<file path="src/rtl/bcd_a_bin.sv">
// bcd_a_bin: 3-digit BCD to 10-bit binary by reverse double dabble (optional digit check under BCD_A_BIN_CHECK_EN)
module bcd_a_bin (
  input  logic        clk,
  input  logic        rst,
  input  logic        start,
  input  logic [11:0] bcd,
  output logic [9:0]  bin,
  output logic        busy,
  output logic        done,
  output logic        err
);
  localparam logic [0:0] IDLE = 1'b0;
  localparam logic [0:0] SHIFT = 1'b1;
  logic [0:0]  state_q, state_d;
  logic [21:0] work_q, work_d, sh, corr;
  logic [3:0]  cnt_q, cnt_d;
  logic [9:0]  bin_q, bin_d;
  logic        done_q, done_d, err_q, err_d, bad;
  function automatic logic [3:0] fix(input logic [3:0] x);
    return x >= 4'd8 ? x - 4'd3 : x;
  endfunction
`ifdef BCD_A_BIN_CHECK_EN
  assign bad = (bcd[11:8] > 4'd9) || (bcd[7:4] > 4'd9) || (bcd[3:0] > 4'd9);
`else
  assign bad = 1'b0;
`endif
  assign sh = work_q >> 1;
  assign corr = {fix(sh[21:18]), fix(sh[17:14]), fix(sh[13:10]), sh[9:0]};
  // next-state: accept/reject in IDLE, one shift-and-correct step per SHIFT cycle
  always_comb begin
    state_d = state_q;
    work_d = work_q;
    cnt_d = cnt_q;
    bin_d = bin_q;
    err_d = err_q;
    done_d = 1'b0;
    if (state_q == IDLE && start) begin
      if (bad) begin
        bin_d = '0;
        err_d = 1'b1;
        done_d = 1'b1;
      end else begin
        work_d = {bcd, 10'd0};
        cnt_d = '0;
        state_d = SHIFT;
      end
    end else if (state_q == SHIFT) begin
      work_d = corr;
      cnt_d = cnt_q + 4'd1;
      if (cnt_q == 4'd9) begin
        bin_d = corr[9:0];
        err_d = 1'b0;
        done_d = 1'b1;
        state_d = IDLE;
      end
    end
  end
  // state registers; reset aborts any conversion in flight
  always_ff @(posedge clk or posedge rst) begin
    if (rst) begin
      state_q <= IDLE;
      work_q <= '0;
      cnt_q <= '0;
      bin_q <= '0;
      done_q <= 1'b0;
      err_q <= 1'b0;
    end else begin
      state_q <= state_d;
      work_q <= work_d;
      cnt_q <= cnt_d;
      bin_q <= bin_d;
      done_q <= done_d;
      err_q <= err_d;
    end
  end
  assign bin = bin_q;
  assign busy = (state_q == SHIFT);
  assign done = done_q;
`ifdef BCD_A_BIN_CHECK_EN
  assign err = err_q;
`else
  assign err = 1'b0;
`endif
endmodule

</file>
<file path="config.mk">
export PLATFORM = sky130hd
export DESIGN_NAME = bcd_a_bin
export DESIGN_NICKNAME = d
export VERILOG_FILES = /design/src/rtl/bcd_a_bin.sv
export SDC_FILE = /design/constraint.sdc
export NUM_CORES = 1
export LEC_CHECK = 0
export ABC_AREA = 1
export BUFFER_PORTS_ARGS = -buffer_cell sky130_fd_sc_hd__buf_2
export CORE_UTILIZATION = 55
export DETAILED_ROUTE_END_ITERATION = 16
export PLACE_DENSITY_LB_ADDON = 0.12
export SETUP_SLACK_MARGIN = 0.5
export SYNTH_ARGS = -nofsm -noshare
export SYNTH_HDL_FRONTEND = slang
export SYNTH_SLANG_ARGS = --single-unit
export TNS_END_PERCENT = 20
</file>
<file path="constraint.sdc">
create_clock -name clk -period 1.3 [get_ports clk]
set_input_delay 0.26 -clock clk [delete_from_list [all_inputs] [get_ports clk]]
set_output_delay 0.26 -clock clk [all_outputs]
set_load 0.005 [all_outputs]
</file>
==> results.md, run 1 <==
- Post-route setup slack: between 0.1 and 0.15 ns
- Max-Cap Viols: 0
- Initial Util: between 50 and 60%
- Fin crit period: approximately 1.2 ns
- Number of global-route vias before repair: roughly 1.3k
- Die ar.: approximately 3500 um2
- Setup crit end kind: output port
- Drt total wl: approximately 3400 um
- Worst VDD drop: about 0.0011 V
- Slowest-stage cell, CP: dfrtp_2
- Worst path top cell family by delay: flip-flops
- Fmax achieved: 838 MHz
- Worst r2r src: cnt_q[1]
- Routed Antenna Nets: 0
- Clock transition at the registers of the reported paths: between 0.1 and 0.15 ns
- Wirelength per Cell: about 11 um
- Post-Synthesis Cells: approximately 220
- Pre-CTS setup slack: roughly 0.067 ns
- Syn nets: between 200 and 250
- Worst-path cell chain: buf_2
- Clock tree buffer depth: 2
- Via Count: between 1k and 1.5k
- Hold-critical path depth: 3
- Syn_area_per_cell: between 8 and 9 um2
- Static leakage: ~1.2 nW
- Die width: around 59 um
- Clock skew: roughly 0.0060 ns
- Number of antenna repair diodes: 0
- Status: finished clean
- Total Negative Setup Slacks: 0 ns
- R2R depth: 7
- Via/cell ratio: approximately 4.7
- Fillers: between 200 and 300
- Reg2Reg Capture Point: bin[8]
- Comb pwr share: 43.6%
- CTS Buf Count: 5
- Largest net degree at the start of global routing: 38
- GRT Total Usage: a little over a fifth
- Overflow after GRT: 0
- Post-synth top area share: around half
- Critical Path AT: 0.93 ns
- Final core utilization: 72.5%
- CTS sink count: 37
- CP peak stage delay: ~0.47 ns
- I/O Pins: 28
- Int Pwr: between 2 and 3 mW
- Die height: roughly 60 um
- Max-slew violations: 0
- Num rows: 20
- RSZ-0062 raised after global routing: yes
- Fin crit share: about 92%
- Pwr dens: around 2000 nW/um2
- P_sw: approximately 1.8 mW
- Reg2reg setup slack: roughly 0.11 ns
- Reg power frac: 43.5%
- Post-DP HPWL: 2210 um
- Crit Path Max Fanout: 4
- Ratio of cells with drive above 1 in the final layout: between 30% and 40%
- 1st-iter DRT viols: 81
- Worst hold slack: ~0.12 ns
- Hold Path Sink: work_q[21]
- Detailed Routing Iterations Pass 1: 4
- Post-synth cell types: 18
- Synth top area cells: dfrtp_1 (51%), nand2_1 (17%), nand3_1 (7.5%)
- Antenna violations before repair: 0
- Seq cells post-synth: 37
- CP bufs+invs: 1
- Sw Share: between 30% and 40%
- CTS tree: built
- Worst Setup Path Type: register to output port
- Worst EP required: around 1.0 ns
- Clk Latency, worst-skew pair: ~0.32 ns
- Global-route wire length before repair: between 5000 and 6000 um
- Final setup viols: 0
- Hold Path Class: primary input to register
- Setup crit start: busy
- Yosys warns: 0
- Post-Syn Area: between 1500 and 2000 um2
- Root buf cell: clkbuf_4
- Final Hold Vio Count: 0
- Final RePlAce weighted congestion: between 0.7 and 0.8
- Hold Crit Start: bcd[11]
- Layout area overhead: 23.4%
- Critical path launch point type: register
- Drt drc: 0
- Synth area leader: dfrtp_1
- Port Buffers: 26
- Nets: 283
- # H-tree levels: 2
- Clock power share: 12.9%
- Seq/Total Area, Yosys: about 51%
- Core area: between 3000 and 4000 um2
[flip-flops by register name (all words and copies together), names as in the netlist]
name	cells
busy	1
work_q	21
bin	10
done	1
cnt_q	4
[per-stage QoR]
step	std cells	cell area [um2]	total power, mW
CTS	304	2140	4.27
global placement	288	1990	3.49
global route	307	2230	4.92
floorplan	219	1820	3.09
detailed placement	288	1990	3.54
finish	307	2230	4.49
[layout make-up]
class | count | area (um2) | share of cell area [%]
clock buffer | 5 | 37.5 | 1.68
clock inverter | 3 | 17.5 | 0.785
inverter | 34 | 139 | 6.22
multi-input combinational | 140 | 743 | 33.3
sequential | 37 | 928 | 41.6
tap | 44 | 55.1 | 2.47
timing repair buffer | 44 | 312 | 14.0
[worst max path at each step]
stage / end / slack (ns) / depth (start not counted)
after CTS: busy / 0.12 / 1
after global placement: cnt_q[3] / 0.11 / 5
final: busy / 0.11 / 1
after global routing: bin[5] / 0.06 / 7
after detailed placement: cnt_q[3] / 0.07 / 5
after floorplan: bin[0] / 0.20 / 8
[per-layer routing]
metal | part of all wire [%] | up-vias | track usage (%) | wire length, um
met4 | 1.6 | 0 | 4.42 | 54
met1 | 43 | 653 | 25.2 | 1490
met5 | 0 | - | 0 | 0
li1 | - | 760 | - | -
met3 | 3.0 | 5 | 4.15 | 104
met2 | 52 | 34 | 40.1 | 1770
[cell families (layout without fill, tap and decap cells)]
group,Yosys count,after routing,share of synthesized area [%]
AND/OR/NAND/NOR,120,121,28.8
buffers and inverters,43,86,11.8
flip-flops,37,37,51.2
AO/OA/AOI/OAI,12,12,3.87
adder cells (fa/ha/maj),6,6,4.15
other,1,1,0.207
[cells in the mapped netlist]
cell type and instances:
a21oi_1 1, buf_2 2, buf_4 1, buf_6 6, conb_1 1, dfrtp_1 37
ha_1 6, inv_1 30, inv_2 4, nand2_1 80, nand2_2 3, nand3_1 27
nand3_2 2, nand4_1 1, nor2_1 5, nor2_4 2, o21ai_0 3, o22ai_1 8
[timing repair]
action / 4_1_cts / 5_1_grt
gates resized for setup: 5 / 23
setup buffers: 7 / 1
endpoints found under the setup margin: 49 / 49
hold buffers: 1 / 0
hold endpoints to repair: 37 / 0
pin swaps: 2 / 4
gates cloned: 0 / 2
[worst min-delay path, cell delays in order]
cell     delay [ns]
buf_2          0.07
nand2_1        0.04
nand2_1        0.04
[layout by cell type, fill, tap and decap left out, types with 5 or more instances in the layout]
master    instances
buf_6             5
dfrtp_1          35
inv_1            25
o22ai_1           8
buf_2            26
inv_2             7
nand3_1          26
clkbuf_4          5
nand2_1          79
buf_4            10
[power by group through the flow]
stage               Clock, mW  Combinational (mW)  Sequential, mW
floorplan                   0                1.17            1.92
global placement            0                1.54            1.95
detailed placement          0                1.56            1.97
CTS                     0.596                1.74            1.94
global route            0.647                2.25            2.02
finish                  0.581                1.96            1.95
(Power assumes the default switching activity.)
==> run 2: changes to the inputs <==
--- a/config.mk
+++ b/config.mk
@@ -7,7 +7,7 @@
 export LEC_CHECK = 0
 export ABC_AREA = 1
 export BUFFER_PORTS_ARGS = -buffer_cell sky130_fd_sc_hd__buf_2
-export CORE_UTILIZATION = 55
+export CORE_UTILIZATION = 60
 export DETAILED_ROUTE_END_ITERATION = 16
 export PLACE_DENSITY_LB_ADDON = 0.12
 export SETUP_SLACK_MARGIN = 0.5
==> constraint.sdc (replaced) <==
create_clock -name clk -period 1.5 [get_ports clk]
set_input_delay 0.3 -clock clk [delete_from_list [all_inputs] [get_ports clk]]
set_output_delay 0.3 -clock clk [all_outputs]
set_load 0.005 [all_outputs]
==> results.md, run 2 (synthesis results as in run 1) <==
- Clock transition at the registers of the reported paths: around 0.12 ns
- Worst VDD drop: slightly above 0.001 V
- Detailed Routing Iterations Pass 1: 10
- Max-slew violations: 0
- Core area: ~2800 um2
- Fin crit period: roughly 1.3 ns
- Total Negative Setup Slacks: 0 ns
- CP peak stage delay: between 0.4 and 0.5 ns
- Initial Util: 64.5%
- Worst EP required: between 1 and 1.5 ns
- Nets: between 200 and 300
- Layout area overhead: 21.7%
- Pwr dens: 1790 nW/um2
- Max reg flops: 21
- Die width: between 50 and 60 um
- Top reg by flops: work_q
- Status: finished, violations left
- 1st-iter DRT viols: 96
- Drt total wl: roughly 3600 um
- Ratio of cells with drive above 1 in the final layout: 29.3%
- Most common cell on crit path: buf_6
- Setup crit end kind: output port
- CTS sink count: 37
- Wirelength per Cell: 12.1 um
- Critical path launch point type: register
- Worst-path cell chain: buf_6 > buf_6
- Critical Path AT: 0.99 ns
- Cell Area, Placed: ~2000 um2
- Clock tree buffer depth: 2
- Fillers: 209
- GRT Total Usage: a little under a quarter
- Clk Latency, worst-skew pair: about 0.35 ns
- Num rows: 19
- Global-route wire length before repair: just under 6000 um
- Fmax achieved: 774 MHz
- CTS tree: built
- Static leakage: roughly 1.2 nW
- Die ar.: around 3200 um2
- Worst Setup Path Type: register to output port
- Root buf cell: clkbuf_4
- Fin area: 2200 um2
- Port Buffers: 26
- Via/cell ratio: around 5.2
- Routed Antenna Nets: 0
- Seq. cell area: roughly 900 um2
- Area occupied by multi-input gates: 723 um2
- Slowest-stage cell, CP: dfrtp_2
- Clock skew: around 0.0088 ns
- Commonest cells after routing, fill and taps aside: nand2_1 (80), dfrtp_1 (36), inv_1 (27), buf_2 (25), nand3_1 (22)
- Hold Path Class: primary input to register
- Die height: about 57 um
- Overflow after GRT: 0
- Number of global-route vias before repair: 1383
- RSZ-0062 raised after global routing: yes
- Final setup viols: 0
- CTS Buf Count: 5
- Commonest non-fill, non-tap cell in the layout: nand2_1
- Largest net degree at the start of global routing: 38
- Final RePlAce weighted congestion: about 0.79
- I/O Pins: 28
- Max-Cap Viols: 0
- Fin crit share: a little under nine tenths
- Via Count: approximately 1.5k
- # H-tree levels: 2
- Post-DP HPWL: roughly 2200 um
- Final Hold Vio Count: 0
- Antenna violations before repair: 0
- Failing checks: DRC
- Number of antenna repair diodes: 0
- Crit Path Max Fanout: 2
- Drt drc: 4
-- run 2: final cells by class --
type,instances,share of cell area (%)
clock buffer,5,1.70
timing repair buffer,47,14.7
tap,31,1.76
multi-input combinational,140,32.8
inverter,34,6.08
sequential,37,42.1
clock inverter,3,0.795
-- run 2: final timing paths --
check,start,endpoint,slack [ns],depth (start not counted)
hold reg to reg,bin[1],bin[1],0.48,2
setup / recovery,busy,busy,0.21,2
min in group asynchronous,rst,bin[4],0.52,4
max in group asynchronous,rst,busy,0.78,4
hold / removal,bcd[11],work_q[21],0.14,3
setup reg to reg,busy,work_q[12],0.23,7
-- run 2: power by group --
group          switching (mW)  internal (mW)  total, mW
registers               0.290           1.40       1.69
logic                   0.947          0.787       1.73
clock network           0.339          0.177      0.515
total                    1.58           2.36       3.94
-- run 2: what timing repair did --
action,in CTS,in global routing
pin swaps,7,1
cloned,2,1
hold endpoints to repair,37,0
endpoints found under the setup margin,49,49
gates resized for setup,17,5
hold buffers,1,0
buffers inserted,9,4
-- run 2: metrics by stage --
stage / setup slack [ns] / cells / hold WS, ns / util (%) / power (mW)
floorplan: 0.368 / 219 / 0.260 / - / 2.67
global placement: 0.209 / 272 / 0.352 / 69.4 / 2.94
detailed placement: 0.162 / 272 / 0.352 / 69.4 / 2.99
CTS: 0.193 / 292 / 0.132 / 76.8 / 3.82
global route: 0.180 / 297 / 0.152 / 78.5 / 4.22
finish: 0.208 / 297 / 0.135 / 78.5 / 3.94
-- run 2: routing by layer --
metal  track usage [%]  routed length [um]
met4              11.1                  70
met5                 0                   0
met1              31.0                1650
met2              38.3                1720
met3              5.30                 152
-- run 2: critical path, delay by kind of cell, from the launching register on --
family,cells,cell delay [ns]
buffers and inverters,2,0.22
DFF,1,0.43
==> run 3: changes to the inputs <==
--- a/config.mk
+++ b/config.mk
@@ -7,7 +7,7 @@
 export LEC_CHECK = 0
 export ABC_AREA = 1
 export BUFFER_PORTS_ARGS = -buffer_cell sky130_fd_sc_hd__buf_2
-export CORE_UTILIZATION = 60
+export CORE_UTILIZATION = 50
 export DETAILED_ROUTE_END_ITERATION = 16
 export PLACE_DENSITY_LB_ADDON = 0.12
 export SETUP_SLACK_MARGIN = 0.5
==> constraint.sdc (replaced) <==
create_clock -name clk -period 1.1 [get_ports clk]
set_input_delay 0.22 -clock clk [delete_from_list [all_inputs] [get_ports clk]]
set_output_delay 0.22 -clock clk [all_outputs]
set_load 0.005 [all_outputs]
==> results.md, run 3 (synthesis results as in run 1) <==
- Critical Path AT: slightly above 1 ns
- Drt drc: 0
- Final RePlAce weighted congestion: 0.699
- Overflow after GRT: 0
- 1st-iter DRT viols: 65
- Via/cell ratio: about 4.6
- Final setup viols: 38
- Commonest non-fill, non-tap cell in the layout: nand2_1
- Pre-CTS setup slack: -0.103 ns
- CP peak stage delay: ~0.46 ns
- Core area: ~3400 um2
- Worst EP required: 0.88 ns
- Worst VDD drop: about 0.0011 V
- Layout area overhead: 31.2%
- Root buf cell: clkbuf_4
- Routed Antenna Nets: 0
- Critical path launch point type: register
- Slowest-stage cell, CP: dfrtp_2
- Ratio of cells with drive above 1 in the final layout: 37.2%
- Nets: 294
- Worst-path cell chain: buf_6 > buf_6
- Status: finished, violations left
- Failing checks: hold timing, setup timing
- Number of global-route vias before repair: approximately 1.3k
- I/O Pins: 28
- CTS Buf Count: 5
- Worst path top cell family by delay: flip-flops
- Worst hold slack: -0.114 ns
- CTS sink count: 37
- Drt total wl: between 3000 and 4000 um
- Die ar.: 3860 um2
- Pwr dens: roughly 2400 nW/um2
- Die height: 62.2 um
- # H-tree levels: 2
- Antenna violations before repair: 0
- Most common cell on crit path: buf_6
- Crit Path Max Fanout: 3
- Fin crit period: 1.25 ns
- Fmax achieved: approximately 800 MHz
- Total Power: ~5.7 mW
- Setup crit end kind: output port
- Max reg flops: 21
- Post-DP HPWL: ~2300 um
- Via Count: around 1.5k
- Hold Path Class: primary input to asynchronous set/reset pin
- Number of antenna repair diodes: 0
- GRT Total Usage: approximately a fifth
- Final Hold Vio Count: 37
- Top reg by flops: work_q
- Initial Util: 53.4%
- Clk Latency, worst-skew pair: between 0.3 and 0.4 ns
- Static leakage: around 1.3 nW
- CP bufs+invs: 2
- Clock transition at the registers of the reported paths: about 0.12 ns
- Clock tree buffer depth: 2
- Fin crit share: 113%
- Max-slew violations: 0
- Num rows: 21
- RSZ-0062 raised after global routing: yes
- Max-Cap Viols: 0
- Global-route wire length before repair: around 5800 um
- Detailed Routing Iterations Pass 1: 4
- Clock skew: 0.0100 ns
- Post-route setup slack: -0.147 ns
- Commonest cells after routing, fill and taps aside: nand2_1 (71), dfrtp_1 (36), inv_1 (25), buf_2 (25), nand3_1 (20)
- Worst Setup Path Type: register to output port
- Die width: 62.2 um
- Port Buffers: 26
- CTS tree: built
- Largest net degree at the start of global routing: 38
- Wirelength per Cell: roughly 11 um
## run 3: changes by cell type in the layout (fill, tap and decap cells not counted), sizes merged
cell,previous run,this run
dlygate4sd3,1,0
buf,46,55
## run 3: path summary, 6_finish.rpt
check / startpoint / to / slack, ns / cells after the start
max: busy / busy / -0.15 / 2
min: rst / bin[4] / -0.11 / 3
max reg2reg: busy / work_q[1] / -0.08 / 5
min reg2reg: bin[6] / bin[6] / 0.48 / 2
max in group asynchronous: rst / busy / 1.02 / 3
min in group clk: bcd[11] / work_q[21] / 0.06 / 3
## run 3: per-stage QoR
step / TNS [ns] / hold slack (ns) / instance area (um2) / std cells / util, %
6_report: -1.68 / -0.114 / 2370 / 320 / 70.0
4_1_cts: -1.87 / -0.120 / 2180 / 311 / 64.3
2_1_floorplan: -0.0170 / 0.180 / 1820 / 219 / -
5_1_grt: -4.33 / -0.127 / 2370 / 320 / 70.0
3_5_place_dp: -1.34 / 0.275 / 2090 / 301 / 61.5
3_3_place_gp: -1.12 / 0.272 / 2090 / 301 / 61.5
## run 3: layout make-up
cell class / instances / area [um2]
Timing Repair Buffer: 55 / 413
Clock inverter: 3 / 17.5
Clock buffer: 5 / 37.5
Tap cell: 46 / 57.6
Inverter: 34 / 136
Multi-Input combinational cell: 140 / 785
Fill cell: 289 / 1020
Sequential cell: 37 / 927
## run 3: worst min-delay path: cells and delay by family
| kind | cells | cell delay (ns) |
|---|---|---|
| buffers and inverters | 3 | 0.39 |
## run 3: report_power, final
group / internal [mW] / switching [mW] / leakage, nW / total, mW
clock: 0.241 / 0.472 / 0.0310 / 0.713
sequential: 1.90 / 0.398 / 0.470 / 2.30
combinational: 1.32 / 1.34 / 0.824 / 2.66
total: 3.46 / 2.21 / 1.33 / 5.67
## run 3: what timing repair did
action / 4_1_cts / 5_1_grt
endpoints found under the hold margin: 37 / 37
gates cloned: 0 / 3
pin swaps: 1 / 14
gates resized for setup: 7 / 39
endpoints found under the setup margin: 49 / 49
setup buffers: 2 / 6
## run 3: per-layer routing
metal	part of all wire [%]	routed length (um)	global-route usage, %
met1	43	1540	22.6
met2	52	1880	33.5
met3	3.5	125	5.51
met4	1.3	46	6.98
met5	0	0	0
